$ cat src/rtl/b_to_ex_pkg.sv
// Shared constants and a scoreboard reference for the binary/excess-3 converter.
// Default width, bias and BCD limit live here so the core, top and bench agree.
package b_to_ex_pkg;

    localparam int unsigned W_DEF       = 4;
    localparam int unsigned OFFSET_DEF  = 3;
    localparam int unsigned BCD_MAX_DEF = 9;

    localparam logic MODE_ENC = 1'b0;
    localparam logic MODE_DEC = 1'b1;

    // Returns {wrap, op} for the default width.
    // Encode: the carry bit of the widened sum is the wrap flag.
    // Decode: wrap is the borrow, i.e. value < OFFSET.
    function automatic logic [W_DEF:0] excess3_ref(input logic [W_DEF-1:0] value,
                                                   input logic             mode);
        logic [W_DEF:0]   sum_v;
        logic [W_DEF-1:0] diff_v;
        logic [W_DEF:0]   res_v;
        sum_v  = {1'b0, value} + (W_DEF+1)'(OFFSET_DEF);
        diff_v = value - W_DEF'(OFFSET_DEF);
        if (mode == MODE_ENC) begin
            res_v = sum_v;
        end else begin
            res_v = {(value < W_DEF'(OFFSET_DEF)), diff_v};
        end
        return res_v;
    endfunction

endpackage

$ cat src/rtl/b_to_ex_core.sv
// Combinational excess-3 add/subtract with carry/borrow and BCD-range flags.
// Out-of-range operands still yield the modular result; flags are advisory.
module b_to_ex_core
    import b_to_ex_pkg::*;
#(
    parameter int unsigned W       = W_DEF,
    parameter int unsigned OFFSET  = OFFSET_DEF,
    parameter int unsigned BCD_MAX = BCD_MAX_DEF
) (
    input  logic [W-1:0] inp,
    input  logic         mode,
    output logic [W-1:0] op,
    output logic         wrap,
    output logic         range_err
);

    // Two spare bits keep BCD_MAX + OFFSET from truncating in the comparisons.
    localparam logic [W+1:0] OFF_X     = (W+2)'(OFFSET);
    localparam logic [W+1:0] BCD_X     = (W+2)'(BCD_MAX);
    localparam logic [W+1:0] DEC_MAX_X = (W+2)'(BCD_MAX + OFFSET);

    logic [W+1:0] inp_x_s;
    logic [W:0]   sum_s;
    logic [W-1:0] diff_s;

    assign inp_x_s = {2'b00, inp};
    assign sum_s   = {1'b0, inp} + (W+1)'(OFFSET);
    assign diff_s  = inp - W'(OFFSET);

    // Select encode or decode result and flags by mode.
    always_comb begin
        op        = sum_s[W-1:0];
        wrap      = 1'b0;
        range_err = 1'b0;
        case (mode)
            MODE_ENC: begin
                op        = sum_s[W-1:0];
                wrap      = sum_s[W];
                range_err = (inp_x_s > BCD_X);
            end
            MODE_DEC: begin
                op        = diff_s;
                wrap      = (inp_x_s < OFF_X);
                range_err = (inp_x_s < OFF_X) || (inp_x_s > DEC_MAX_X);
            end
            default: begin
                op        = sum_s[W-1:0];
                wrap      = sum_s[W];
                range_err = (inp_x_s > BCD_X);
            end
        endcase
    end

endmodule

$ cat src/rtl/b_to_ex.sv
// Registered binary <-> excess-3 converter: one conversion per clock, 1-cycle latency.
// Result and flags hold across idle cycles so the display stage sees no toggling.
module b_to_ex
    import b_to_ex_pkg::*;
#(
    parameter int unsigned W       = W_DEF,
    parameter int unsigned OFFSET  = OFFSET_DEF,
    parameter int unsigned BCD_MAX = BCD_MAX_DEF
) (
    input  logic         clk,
    input  logic         rst,
    input  logic [W-1:0] inp,
    input  logic         in_valid,
    input  logic         mode,
    output logic [W-1:0] op,
    output logic         out_valid,
    output logic         wrap,
    output logic         range_err
);

    logic [W-1:0] core_op_s;
    logic         core_wrap_s;
    logic         core_range_err_s;

    logic [W-1:0] op_r;
    logic         out_valid_r;
    logic         wrap_r;
    logic         range_err_r;

    b_to_ex_core #(
        .W       (W),
        .OFFSET  (OFFSET),
        .BCD_MAX (BCD_MAX)
    ) u_core (
        .inp       (inp),
        .mode      (mode),
        .op        (core_op_s),
        .wrap      (core_wrap_s),
        .range_err (core_range_err_s)
    );

    // Output register stage: reset clears, valid loads, idle holds data.
    always_ff @(posedge clk) begin
        if (rst) begin
            op_r        <= '0;
            out_valid_r <= 1'b0;
            wrap_r      <= 1'b0;
            range_err_r <= 1'b0;
        end else if (in_valid) begin
            op_r        <= core_op_s;
            out_valid_r <= 1'b1;
            wrap_r      <= core_wrap_s;
            range_err_r <= core_range_err_s;
        end else begin
            op_r        <= op_r;
            out_valid_r <= 1'b0;
            wrap_r      <= wrap_r;
            range_err_r <= range_err_r;
        end
    end

    assign op        = op_r;
    assign out_valid = out_valid_r;
    assign wrap      = wrap_r;
    assign range_err = range_err_r;

endmodule

$ cat config.mk
export PLATFORM = sky130hd
export DESIGN_NAME = b_to_ex
export DESIGN_NICKNAME = d
export VERILOG_FILES = /design/src/rtl/b_to_ex_pkg.sv /design/src/rtl/b_to_ex_core.sv /design/src/rtl/b_to_ex.sv
export SDC_FILE = /design/constraint.sdc
export NUM_CORES = 1
export LEC_CHECK = 0
export ABC_CLOCK_PERIOD_IN_PS = 2300
export CAP_MARGIN = 20
export CORE_AREA = 2 2 39 41
export DETAILED_ROUTE_END_ITERATION = 6
export DIE_AREA = 0 0 41 43
export SLEW_MARGIN = 20
export SYNTH_ARGS = -nofsm -noshare
export SYNTH_HDL_FRONTEND = slang
export SYNTH_HIERARCHICAL = 1
export SYNTH_SLANG_ARGS = --single-unit
$ cat constraint.sdc
create_clock -name clk -period 2.3 [get_ports clk]
set_input_delay 0.575 -clock clk [delete_from_list [all_inputs] [get_ports clk]]
set_output_delay 0.575 -clock clk [all_outputs]
set_load 0.01 [all_outputs]
==> flow_summary.json, run 1 <==
{
  "final_util_pct": 42.2,
  "via_count": 319,
  "startpoint_type": "primary input",
  "synth_warnings": 6,
  "tightest_slew_ns": 0.369,
  "worst_hold_slack_ns": 0.488,
  "place.gp.congestion": 0.663,
  "fin_skew_ns": 0,
  "cts_tree": "yes",
  "die_y_um": 43,
  "die_area_um2": 1760,
  "synthToLayoutAreaGrowth_pct": 42.8,
  "synth-seq-area-share_pct": 34.3,
  "post_cts_buffers": 0,
  "nFillCells": 147,
  "synth_flop_cell": "dfxtp_1",
  "cts_resized": 0,
  "cap_violations": 0,
  "syn_nets": 54,
  "ys_ff_latch": 7,
  "h-tree-depth": 1,
  "root_buffer": "clkbuf_4",
  "period_share_pct": 82.5,
  "power.leakage_nw": 0.264,
  "finalSetupViolCount": 0,
  "yosysTopAreaCell": "dfxtp_1",
  "final_max_slew_viol_count": 0,
  "worstPathArrival_ns": 2.08,
  "cp-end-kind": "flip-flop",
  "clockBufferDepth": 2,
  "power_density_nw_per_um2": 546,
  "rsz0062_at_grt": "no",
  "max_slew_margin_pct": 75.3,
  "crit_fanout": 4,
  "outcome": "complete, no violations",
  "final_antenna_net_count": 0,
  "syn_inst": 43,
  "synth_edf_count": 0,
  "start_util_pct": 29.6,
  "placed_cell_area_um2": 558,
  "antennaDiodeCount": 0,
  "routed_via_density": 4.20,
  "num_rows": 14,
  "finalHoldViolCount": 0,
  "avgSynthCellArea_um2": 9.51,
  "pin_count": 15,
  "syn_area_um2": 409,
  "drc": 0,
  "overflow": 0,
  "numCtsBuffers": 3,
  "hold_buffers": 0,
  "clk_pin_slew_ns": 0.05,
  "fin_cells": 76,
  "fin_nets": 72,
  "stdcell_area_um2": 584,
  "hp-class": "reg -> reg",
  "fin_crit_ns": 1.90,
  "insertion_delay_ns": 0.24,
  "track_usage_pct": 9.93,
  "firstDrtPassIters": 2,
  "ir_drop_v": 0.000354,
  "yosys-top-cells-area": "dfxtp_1 34%, mux2i_1 17%, ha_1 9.2%",
  "critPathKind": "in -> reg",
  "routed_wl_um": 730,
  "grt_pass1_wl_mm": 1.09,
  "multi_input_area_um2": 239,
  "worstPathRequired_ns": 2.49,
  "layout.area.seq_um2": 140,
  "core_area_um2": 1380,
  "synth.distinct_cells": 19,
  "layout_common_cells": "14 x clkdlybuf4s50_1, 7 x mux2i_1, 7 x nor2_1, 7 x dfxtp_1",
  "async_reset_ff_share_pct": 0,
  "fmax_mhz": 527,
  "wire_per_inst_um": 9.61,
  "synth.top_cell.area_share_pct": 34.3,
  "grt_pass1_vias": 267,
  "setup_tns_ns": 0,
  "grt_max_degree": 9,
  "dpl.hpwl_um": 572,
  "placedCellCount": 72,
  "final_common_cell": "clkdlybuf4s50_1",
  "cts.sinks": 7,
  "die_x_um": 41,
  "drt_iter0_markers": 5,
  "io_buffer_count": 14,
  "drive_gt1_share_pct": 10.0,
  "antenna_found_initial": 0
}
==> worst max-delay path: stages <==
cell and delay [ns]:
clkdlybuf4s50_1 0.46, ha_1 0.22, or4b_1 0.53, o31ai_1 0.10, mux2i_1 0.11, nor2_1 0.08
==> registers in the layout, indices dropped and copies added (netlist names) <==
register,flops
wrap,1
op,4
range_err,1
out_valid,1
==> final cells by class <==
cell class / count / share of cell area [%]
inverter: 3 / 1.93
multi-input combinational: 31 / 40.9
sequential: 7 / 24.0
timing repair buffer: 15 / 25.3
tap: 16 / 3.43
clock buffer: 4 / 4.50
==> kinds of logic after synthesis <==
kind of cell | after synthesis | synth area share (%)
simple gates | 13 | 15.3
fa+ha+maj | 3 | 9.18
buf+inv | 5 | 7.34
mux | 7 | 17.1
flops | 7 | 34.2
xor+xnor | 3 | 6.42
compound gates | 5 | 10.4
==> synthesized netlist by cell type, types with 2 or more instances <==
cell type and number:
dfxtp_1 7, nand2_1 2, inv_1 3, xor2_1 2
mux2i_1 7, ha_1 3, nor2_1 7
==> path summary, 6_finish.rpt <==
path          start     to  slack (ns)  depth (start not counted)
min           op[3]  op[3]        0.49                          2
max          inp[1]   wrap        0.40                          6
min reg2reg   op[3]  op[3]        0.49                          2
max reg2reg   op[1]  op[1]        1.70                          2
==> layer usage <==
layer | GRT usage, % | vias to the layer above | part of all wire [%]
li1 | - | 177 | -
met1 | 10.6 | 136 | 47
met2 | 14.1 | 6 | 49
met3 | 7.85 | 0 | 4.5
met4 | 4.00 | 0 | 0
met5 | 0 | - | 0
==> through the flow <==
step           setup slack [ns]  total power [mW]
2_1_floorplan             0.723             0.177
3_3_place_gp              0.181             0.214
3_5_place_dp              0.138             0.214
4_1_cts                   0.401             0.326
5_1_grt                   0.298             0.344
6_report                  0.403             0.319
==> power by group <==
group / total (mW) / switching (mW) / internal, mW
Clock: 0.108 / 0.0425 / 0.0660
Combinational: 0.0771 / 0.0325 / 0.0446
Sequential: 0.133 / 0.00353 / 0.130
No activity file was read; power rests on OpenSTA's default activity.
==> run 2: changes to the inputs <==
--- a/config.mk
+++ b/config.mk
@@ -5,7 +5,7 @@
 export SDC_FILE = /design/constraint.sdc
 export NUM_CORES = 1
 export LEC_CHECK = 0
-export ABC_CLOCK_PERIOD_IN_PS = 2300
+export ABC_CLOCK_PERIOD_IN_PS = 1850
 export CAP_MARGIN = 20
 export CORE_AREA = 2 2 39 41
 export DETAILED_ROUTE_END_ITERATION = 6
==> constraint.sdc (replaced) <==
create_clock -name clk -period 1.85 [get_ports clk]
set_input_delay 0.4625 -clock clk [delete_from_list [all_inputs] [get_ports clk]]
set_output_delay 0.4625 -clock clk [all_outputs]
set_load 0.01 [all_outputs]
==> run 2 against run 1 <==
  * Count of clock-buffer cells in the layout is 1 lower
  * Hold slack better by 0.0037 ns
  * Combinational power is 39% higher
  * Sequential power is 25% higher
  * Non-clock buffer count is 6 higher
  * Flip-flop and latch count stayed put
  * Sequential share of layout area is 1.8 points lower
  * Utilization is 3.5 points higher
  * Die area stayed put
  * Via count is 13% higher
  * Clock skew stayed put
  * Design area is 8.4% higher
==> flow_summary.json, run 2 (same netlist as run 1, synthesis figures left out) <==
{
  "startpoint_type": "primary input",
  "comb_power_share_pct": 25.9,
  "ir_drop_v": 0.000374,
  "via_count": 360,
  "power_density_nw_per_um2": 652,
  "root_buffer": "clkbuf_4",
  "final_antenna_net_count": 0,
  "final_util_pct": 45.8,
  "cp_slowest_cell": "or4b_1",
  "worst_hold_slack_ns": 0.492,
  "p_int_mw": 0.304,
  "cap_violations": 0,
  "cts_tree": "yes",
  "clockBufferDepth": 2,
  "track_usage_pct": 11.7,
  "crit_fanout": 2,
  "numCtsBuffers": 3,
  "start_util_pct": 29.6,
  "period_share_pct": 93.7,
  "swShare_pct": 26.3,
  "clk_pin_slew_ns": 0.06,
  "p_seq_share_pct": 40.2,
  "num_rows": 14,
  "nFillCells": 148,
  "io_buffer_count": 14,
  "core_area_um2": 1380,
  "worstPathRequired_ns": 2.03,
  "place.gp.congestion": 0.642,
  "grt_max_degree": 8,
  "worstHoldStart": "op[2]",
  "wire_per_inst_um": 10.3,
  "hold_buffers": 0,
  "post_cts_buffers": 0,
  "routed_wl_um": 842,
  "drc": 0,
  "firstDrtPassIters": 2,
  "h-tree-depth": 1,
  "drt_iter0_markers": 1,
  "critPathKind": "in -> reg",
  "pin_count": 15,
  "die_x_um": 41,
  "die_area_um2": 1760,
  "power.leakage_nw": 0.294,
  "drive_gt1_share_pct": 21.2,
  "worstPathArrival_ns": 1.92,
  "finalPower_mw": 0.413,
  "fin_nets": 78,
  "antennaDiodeCount": 0,
  "fin_crit_ns": 1.73,
  "overflow": 0,
  "insertion_delay_ns": 0.25,
  "cp_top_family": "simple AND/OR/NAND/NOR gates",
  "largest_reg_flops": 4,
  "fmax_mhz": 577,
  "fin_skew_ns": 0,
  "layout_common_cells": "14 x clkdlybuf4s50_1, 7 x mux2i_1, 7 x nor2_1, 7 x dfxtp_1, 7 x buf_4",
  "crit_buf_inv": 1,
  "max_slew_margin_pct": 75.2,
  "hp-class": "reg -> reg",
  "power.switching_mw": 0.109,
  "final_common_cell": "clkdlybuf4s50_1",
  "startpoint": "inp[0]",
  "die_y_um": 43,
  "tightest_slew_ns": 0.370,
  "dpl.hpwl_um": 659,
  "slowest_delay_ns": 0.53,
  "grt_pass1_vias": 377,
  "cp-end-kind": "flip-flop",
  "finalHoldViolCount": 0,
  "synthToLayoutAreaGrowth_pct": 54.7,
  "final_max_slew_viol_count": 0,
  "rsz0062_at_grt": "no",
  "crit_chain": "clkdlybuf4s50_1 -> ha_1 -> or4b_1 -> o31ai_1 -> mux2i_1 -> nor2_1",
  "finalSetupViolCount": 0,
  "outcome": "complete, no violations",
  "pwr-share-clk_pct": 33.9,
  "routed_via_density": 4.39,
  "grt_pass1_wl_mm": 1.35,
  "cts_resized": 0,
  "antenna_found_initial": 0,
  "cts.sinks": 7,
  "r2r-start": "range_err"
}
==> run 2: tightest hold or removal path, stage by stage, from the launching register on <==
cell	delay (ns)
dfxtp_1	0.32
mux2i_1	0.06
nor2_1	0.07
==> run 2: layer usage <==
metal | part of all wire [%] | GRT usage (%) | up-vias
met5 | 0 | 0 | -
met3 | 5.7 | 3.14 | 2
met1 | 42 | 12.3 | 158
met2 | 51 | 17.8 | 10
met4 | 1.7 | 10.0 | 0
li1 | - | - | 190
==> run 2: cell type report <==
class                   instances  area, µm²  share of cell area, %
clock buffers                   3       22.5                   3.56
clock inverters                 1       5.00                  0.791
inverters                       3       11.3                   1.78
multi-input cells              31        241                   38.1
flip-flops and latches          7        140                   22.1
well taps                      16       20.0                   3.16
repair buffers                 21        193                   30.4
==> run 2: final timing paths <==
check,to,slack (ns),cells past startpoint
worst min register to register,op[2],0.49,2
worst max register to register,range_err,1.24,2
worst min-delay path,op[2],0.49,2
worst max-delay path,wrap,0.12,6
==> run 2: stage by stage <==
stage / instances / cell area [µm²] / TNS, ns / setup WS, ns
after floorplan: 43 / 409 / 0 / 0.386
after global placement: 78 / 603 / -0.324 / -0.117
after detailed placement: 78 / 603 / -0.421 / -0.155
after CTS: 82 / 631 / 0 / 0.108
after global routing: 82 / 633 / 0 / 0.00468
final: 82 / 633 / 0 / 0.116
==> run 2: power by group through the flow <==
stage	Sequential (mW)	Combinational [mW]	Clock, mW
detailed placement	0.170	0.107	0
global route	0.167	0.117	0.152
CTS	0.166	0.108	0.147
floorplan	0.174	0.0460	0
global placement	0.169	0.106	0
finish	0.166	0.107	0.140
